`src/rtl/conv_stream_param.sv`:
```
`default_nettype none
// ============================================================================
//  Module   : conv_stream_param
//  Purpose  : Streaming valid-mode 1-D convolver. Loads an N-sample signed x
//             vector and an M-tap signed filter over two independent
//             valid/ready streams. It then emits y[j] = sum_k x[j+k]*f[k] for
//             j = 0..N-M on a valid/ready master stream.
//  Options  : CONV_RELU_EN - clamp negative results to zero in the output
//             register (no added latency).
//  Revision : 1.0 - initial parametrised release
// ============================================================================
module conv_stream_param #(
  parameter int WX = 8,
  parameter int WF = 8,
  parameter int N  = 8,
  parameter int M  = 4
) (
  input  logic                                 clk,
  input  logic                                 reset,
  input  logic signed [WX-1:0]                 s_data_in_x,
  input  logic                                 s_valid_x,
  output logic                                 s_ready_x,
  input  logic signed [WF-1:0]                 s_data_in_f,
  input  logic                                 s_valid_f,
  output logic                                 s_ready_f,
  output logic signed [WX+WF+$clog2(M)-1:0]    m_data_out_y,
  output logic                                 m_valid_y,
  input  logic                                 m_ready_y
);

  localparam int WY  = WX + WF + $clog2(M);
  localparam int WP  = WX + WF;
  localparam int XCW = $clog2(N + 1);
  localparam int FCW = $clog2(M + 1);
  localparam int XAW = $clog2(N);
  localparam int FAW = $clog2(M);

  localparam logic [XCW-1:0] X_FULL = XCW'(N);
  localparam logic [FCW-1:0] F_FULL = FCW'(M);
  localparam logic [XAW-1:0] J_LAST = XAW'(N - M);

  typedef enum logic [1:0] {
    LOAD    = 2'd0,
    COMPUTE = 2'd1,
    OUTPUT  = 2'd2
  } state_t;

  state_t state, state_nxt;

  logic signed [WX-1:0] x_buf [N];
  logic signed [WF-1:0] f_buf [M];

  logic [XCW-1:0]       x_cnt, x_cnt_nxt;
  logic [FCW-1:0]       f_cnt, f_cnt_nxt;
  logic [XAW-1:0]       j_idx;
  logic [FCW-1:0]       k_cnt;
  logic [XAW-1:0]       x_addr;
  logic [FAW-1:0]       f_addr;
  logic signed [WX-1:0] x_rd;
  logic signed [WF-1:0] f_rd;
  logic signed [WP-1:0] prod;
  logic signed [WY-1:0] prod_ext;
  logic signed [WY-1:0] acc;
  logic signed [WY-1:0] y_val;
  logic                 x_fire, f_fire, y_fire, frame_done;

  assign x_fire     = s_valid_x & s_ready_x;
  assign f_fire     = s_valid_f & s_ready_f;
  assign y_fire     = m_valid_y & m_ready_y;
  assign frame_done = (state == OUTPUT) && y_fire && (j_idx == J_LAST);

  // Tap k of window j reads x[j+k] and f[k]; k_cnt never exceeds M-1 when used
  assign x_addr   = j_idx + XAW'(k_cnt);
  assign f_addr   = FAW'(k_cnt);
  assign prod     = x_rd * f_rd;
  assign prod_ext = {{(WY - WP){prod[WP-1]}}, prod};

`ifdef CONV_RELU_EN
  assign y_val = acc[WY-1] ? '0 : acc;
`else
  assign y_val = acc;
`endif

  // Write-counter next values: cleared when the last result of a frame leaves
  always_comb begin
    x_cnt_nxt = x_cnt;
    f_cnt_nxt = f_cnt;
    if (frame_done) begin
      x_cnt_nxt = '0;
      f_cnt_nxt = '0;
    end else begin
      if (x_fire) x_cnt_nxt = x_cnt + XCW'(1);
      if (f_fire) f_cnt_nxt = f_cnt + FCW'(1);
    end
  end

  // Next-state logic for the LOAD / COMPUTE / OUTPUT sequencer
  always_comb begin
    state_nxt = state;
    case (state)
      LOAD:    if (x_cnt == X_FULL && f_cnt == F_FULL) state_nxt = COMPUTE;
      COMPUTE: if (k_cnt == F_FULL) state_nxt = OUTPUT;
      OUTPUT:  if (y_fire) state_nxt = (j_idx == J_LAST) ? LOAD : COMPUTE;
      default: state_nxt = LOAD;
    endcase
  end

  // State register
  always_ff @(posedge clk or negedge reset) begin
    if (!reset) state <= LOAD;
    else        state <= state_nxt;
  end

  // Load-side counters and registered readies (high only while loading and not full)
  always_ff @(posedge clk or negedge reset) begin
    if (!reset) begin
      x_cnt     <= '0;
      f_cnt     <= '0;
      s_ready_x <= 1'b0;
      s_ready_f <= 1'b0;
    end else begin
      x_cnt     <= x_cnt_nxt;
      f_cnt     <= f_cnt_nxt;
      s_ready_x <= (state_nxt == LOAD) && (x_cnt_nxt != X_FULL);
      s_ready_f <= (state_nxt == LOAD) && (f_cnt_nxt != F_FULL);
    end
  end

  // Sample buffers; contents need no reset because counters gate their use
  always_ff @(posedge clk) begin
    if (x_fire) x_buf[x_cnt[XAW-1:0]] <= s_data_in_x;
    if (f_fire) f_buf[f_cnt[FAW-1:0]] <= s_data_in_f;
  end

  // MAC pipeline: read tap k on cycle k, accumulate its product on cycle k+1
  always_ff @(posedge clk or negedge reset) begin
    if (!reset) begin
      k_cnt <= '0;
      x_rd  <= '0;
      f_rd  <= '0;
      acc   <= '0;
    end else if (state != COMPUTE && state_nxt == COMPUTE) begin
      k_cnt <= '0;
      acc   <= '0;
    end else if (state == COMPUTE) begin
      if (k_cnt != F_FULL) begin
        k_cnt <= k_cnt + FCW'(1);
        x_rd  <= x_buf[x_addr];
        f_rd  <= f_buf[f_addr];
      end
      if (k_cnt != '0) acc <= acc + prod_ext;
    end
  end

  // Output register: capture the finished sum once, hold it until accepted
  always_ff @(posedge clk or negedge reset) begin
    if (!reset) begin
      m_valid_y    <= 1'b0;
      m_data_out_y <= '0;
      j_idx        <= '0;
    end else if (state == OUTPUT) begin
      if (!m_valid_y) begin
        m_data_out_y <= y_val;
        m_valid_y    <= 1'b1;
      end else if (m_ready_y) begin
        m_valid_y <= 1'b0;
        j_idx     <= (j_idx == J_LAST) ? '0 : j_idx + XAW'(1);
      end
    end
  end

endmodule
`default_nettype wire

```
`config.mk`:
```
export PLATFORM = sky130hd
export DESIGN_NAME = conv_stream_param
export DESIGN_NICKNAME = d
export VERILOG_FILES = /design/src/rtl/conv_stream_param.sv
export SDC_FILE = /design/constraint.sdc
export NUM_CORES = 1
export LEC_CHECK = 0
export BUFFER_PORTS_ARGS = -buffer_cell sky130_fd_sc_hd__buf_2
export CORE_ASPECT_RATIO = 1.25
export CORE_MARGIN = 8
export CORE_UTILIZATION = 59
export CTS_CLUSTER_SIZE = 25
export DETAILED_ROUTE_END_ITERATION = 8
export PLACE_DENSITY = 0.79
export SYNTH_ARGS = -nofsm -noshare
export SYNTH_HDL_FRONTEND = slang
export SYNTH_SLANG_ARGS = --single-unit
```
`constraint.sdc`:
```
create_clock -name clk -period 6.1 [get_ports clk]
set_input_delay 0.61 -clock clk [delete_from_list [all_inputs] [get_ports clk]]
set_output_delay 0.61 -clock clk [all_outputs]
set_load 0.01 [all_outputs]
```
==> flow_metrics.env <==
export IMPL_tritoncts_num_sinks=166
export IMPL_post_syn_nets=891
export IMPL_post_cts_resized=0
export IMPL_worst_clock_skew_ps=11.8
export IMPL_cts_buffers=17
export IMPL_post_cts_repair_setup_buffers=0
export IMPL_overflow=0
export IMPL_core_area_um2=16300
export IMPL_final_worst_path_period_share_pct=85.8
export IMPL_die_height_um=160
export IMPL_biggest_area_contributors_in_the_synthesized_netlist="sky130_fd_sc_hd__edfxtp_1 29%, sky130_fd_sc_hd__dfrtp_1 18%, sky130_fd_sc_hd__fa_1 17%"
export IMPL_num_nets_final=936
export IMPL_cts_root_buffer="sky130_fd_sc_hd__clkbuf_16"
export IMPL_worst_r2r_setup_slack_ps=870
export IMPL_edff_count_synth=96
export IMPL_routed_wire_per_std_cell_um=18.1
export IMPL_post_synth_num_cell_types=54
export IMPL_detailroute_via_count=5694
export IMPL_rr_worst_depth=16
export IMPL_worst_endpoint_required_ps=6460
export IMPL_multiInputGateArea_um2=4700
export IMPL_clk_pin_slew_ps=70
export IMPL_run_status="complete, no violations"
export IMPL_io_buf_count=41
export IMPL_synthDominantCellAreaShare_pct=29.4
export IMPL_max_slew_violation_count=0
export IMPL_cts_tree="yes"
export IMPL_ctsHtreeMaxLevel=4
export IMPL_total_of_warnings_raised_by_yosys=0
export IMPL_sequential_to_total_area_share_from_yosys_stat_pct=47.3
export IMPL_totalNegativeSetupSlack_ps=0
export IMPL_longest_individual_stage_delay_on_the_worst_path_ps=570
export IMPL_clock_latency_ps=430
export IMPL_final_layout_size_suffix_gt1_share_pct=17.5
export IMPL_cp_cell_sequence="and2_1 > buf_4 > inv_1 > fa_1 > inv_1 > fa_1 > fa_1 > fa_1 > fa_1 > ha_1 > o21ai_0 > o21a_1 > o221ai_2 > a21oi_1 > or4b_1 > nand3_1"
export IMPL_hold_path_class="primary input to async pin"
export IMPL_postSynthRegisterBits=166
export IMPL_gr_usage_met1_pct=21.8
export IMPL_die_area_um2=21000
export IMPL_cts_hold_buffers_added=0
export IMPL_layout_setup_ws_ps=868
export IMPL_cts_root_to_sink_buffers=2
export IMPL_initial_util_pct=60.3
export IMPL_ys_async_rst_share_pct=42.2
export IMPL_grt_pass1_vias=6377
export IMPL_pin_count_of_the_biggest_net_entering_global_routing=71
export IMPL_globalplace_congestion=0.864
export IMPL_synthCells=736
export IMPL_drt_initial_drc_count=354
export IMPL_top_level_pins=42
export IMPL_critical_path_fanouts_max=11
export IMPL_grt_busiest_layer="met2"
export IMPL_crit_path_start_kind="register"
export IMPL_placement_row_count=52
export IMPL_dominant_synthesized_flop_cell="sky130_fd_sc_hd__edfxtp_1"
export IMPL_postRouteWirelength_um=18300
export IMPL_crit_reg2reg_capture="acc[15]$_DFFE_PN0P_"
export IMPL_antenna_diode_count=0
export IMPL_crit_top_cell="sky130_fd_sc_hd__fa_1"
export IMPL_final_antenna_net_count=0
export IMPL_post_synth_instance_area_um2=9800
export IMPL_slew_headroom_pct=36.1
export IMPL_total_half_perimeter_wirelength_after_legalization_and_detailed_placement_um=13600
export IMPL_synthToLayoutAreaGrowth_pct=10.6
export IMPL_worst_ep_arrival_time_ps=5600
export IMPL_gr_usage_all_layers_pct=18.8
export IMPL_nFillCells=1114
export IMPL_period_needed_ps=5230
export IMPL_fin_area_um2=10800
export IMPL_drt_pre_antenna_iters=6
export IMPL_grt_pass1_wl_um=31700
export IMPL_crit_type="register to register"
export IMPL_synth_top_cell_by_area="sky130_fd_sc_hd__edfxtp_1"
export IMPL_setup_repair_after_global_routing_missed_its_margin="no"
export IMPL_met3_layer_usage_reported_by_global_route_pct=4.08
export IMPL_clock_fmax_mhz=191
export IMPL_worst_slew_pin_slew_ps=954
export IMPL_die_width_um=131
export IMPL_finalHoldWorstSlack_ps=377
export IMPL_syn_area_per_cell_um2=13.3
export IMPL_initial_antenna_violation_count=0
export IMPL_crit_path_top_delay_cell="sky130_fd_sc_hd__fa_1"
export IMPL_via_per_inst=5.64
export IMPL_residual_drc=0
export IMPL_area_used_by_sequential_logic_in_the_layout_um2=4630
export IMPL_most_instantiated_library_cell_after_synthesis="sky130_fd_sc_hd__inv_1"
export IMPL_worstSetupEndpointType="register"
export IMPL_top_post_synthesis_cells_by_count="100 x sky130_fd_sc_hd__inv_1, 96 x sky130_fd_sc_hd__edfxtp_1, 81 x sky130_fd_sc_hd__fa_1, 70 x sky130_fd_sc_hd__dfrtp_1, 53 x sky130_fd_sc_hd__ha_1"
export IMPL_finalHoldViolCount=0
export IMPL_pre_cts_slack_ps=930
export IMPL_timing_final_setup_violations=0
export IMPL_detailed_place_area_um2=10200
export IMPL_met2_routing_resource_usage_after_global_routing_pct=33.4
export IMPL_timing_rr_start="x_rd[7]$_DFFE_PN0P_"
export IMPL_drv_max_cap_violation_count=0
==> worst max path at each step <==
stage | start | cells after the start | to
6_report | x_rd[7]$_DFFE_PN0P_ | 16 | acc[15]$_DFFE_PN0P_
5_1_grt | x_rd[7]$_DFFE_PN0P_ | 16 | acc[15]$_DFFE_PN0P_
4_1_cts | x_rd[7]$_DFFE_PN0P_ | 16 | acc[15]$_DFFE_PN0P_
3_5_place_dp | f_rd[0]$_DFFE_PN0P_ | 16 | acc[15]$_DFFE_PN0P_
3_3_place_gp | f_rd[0]$_DFFE_PN0P_ | 16 | acc[15]$_DFFE_PN0P_
2_1_floorplan | f_rd[0]$_DFFE_PN0P_ | 16 | acc[15]$_DFFE_PN0P_
==> per-stage QoR <==
step,utilization (%),cells
final,66.7,1010
after global routing,66.7,1010
after CTS,66.7,1010
after detailed placement,63.0,978
after global placement,63.0,978
after floorplan,-,736
==> metal layers <==
layer  routed length (um)  share of wire (%)  vias to the layer above
met5                    0                  0                        -
met4                  361                2.0                        0
li1                     -                  -                     2600
met2                 9790                 54                      142
met3                  754                4.1                       26
met1                 7370                 40                     2926
==> worst max-delay path: cells and delay by family (launching register included) <==
kind | cells | cell delay [ps]
AND/OR/NAND/NOR | 3 | 780
adder cells (fa/ha/maj) | 6 | 2780
buffers and inverters | 3 | 370
AO/OA/AOI/OAI | 4 | 730
flip-flops | 1 | 500
==> cells in the final DEF, fill, tap and decap left out, types with 7 or more instances in the layout <==
cell,n
sky130_fd_sc_hd__mux4_2,24
sky130_fd_sc_hd__xnor2_1,17
sky130_fd_sc_hd__fa_1,81
sky130_fd_sc_hd__mux2_2,26
sky130_fd_sc_hd__a21oi_1,22
sky130_fd_sc_hd__and2_1,32
sky130_fd_sc_hd__mux2i_1,9
sky130_fd_sc_hd__ha_1,53
sky130_fd_sc_hd__buf_2,41
sky130_fd_sc_hd__o21ai_0,14
sky130_fd_sc_hd__clkbuf_16,20
sky130_fd_sc_hd__inv_1,100
sky130_fd_sc_hd__edfxtp_1,96
sky130_fd_sc_hd__buf_4,8
sky130_fd_sc_hd__and3_1,8
sky130_fd_sc_hd__nand2_1,49
sky130_fd_sc_hd__nor2_1,31
sky130_fd_sc_hd__dfrtp_1,70
sky130_fd_sc_hd__nor3_1,7
==> sequential cells by signal, indices dropped and copies added (netlist names) <==
register,flops
x_buf,64
f_buf,32
acc,18
m_data_out_y,18
f_rd,8
x_rd,8
x_cnt,4
f_cnt,3
j_idx,3
k_cnt,3
state,2
m_valid_y,1
s_ready_f,1
s_ready_x,1
==> cell families after synthesis <==
| logic type | share of synthesized area [%] |
|---|---|
| multiplexers | 9.42 |
| XOR/XNOR | 2.04 |
| AO/OA/AOI/OAI | 4.87 |
| adder cells (fa/ha/maj) | 23.3 |
| buffers and inverters | 4.86 |
| flip-flops | 47.3 |
| AND/OR/NAND/NOR | 8.23 |
==> cell type report <==
type / instances / area share, %
clock buffer: 21 / 4.65
clock inverter: 11 / 0.888
inverter: 101 / 3.50
multi-input combinational: 446 / 43.3
sequential: 166 / 42.7
tap: 216 / 2.49
timing repair buffer: 49 / 2.45
Power is left out: the tool's default activity adds up to more than one toggle a clock period on the data nets, which glitch-free logic cannot reach.
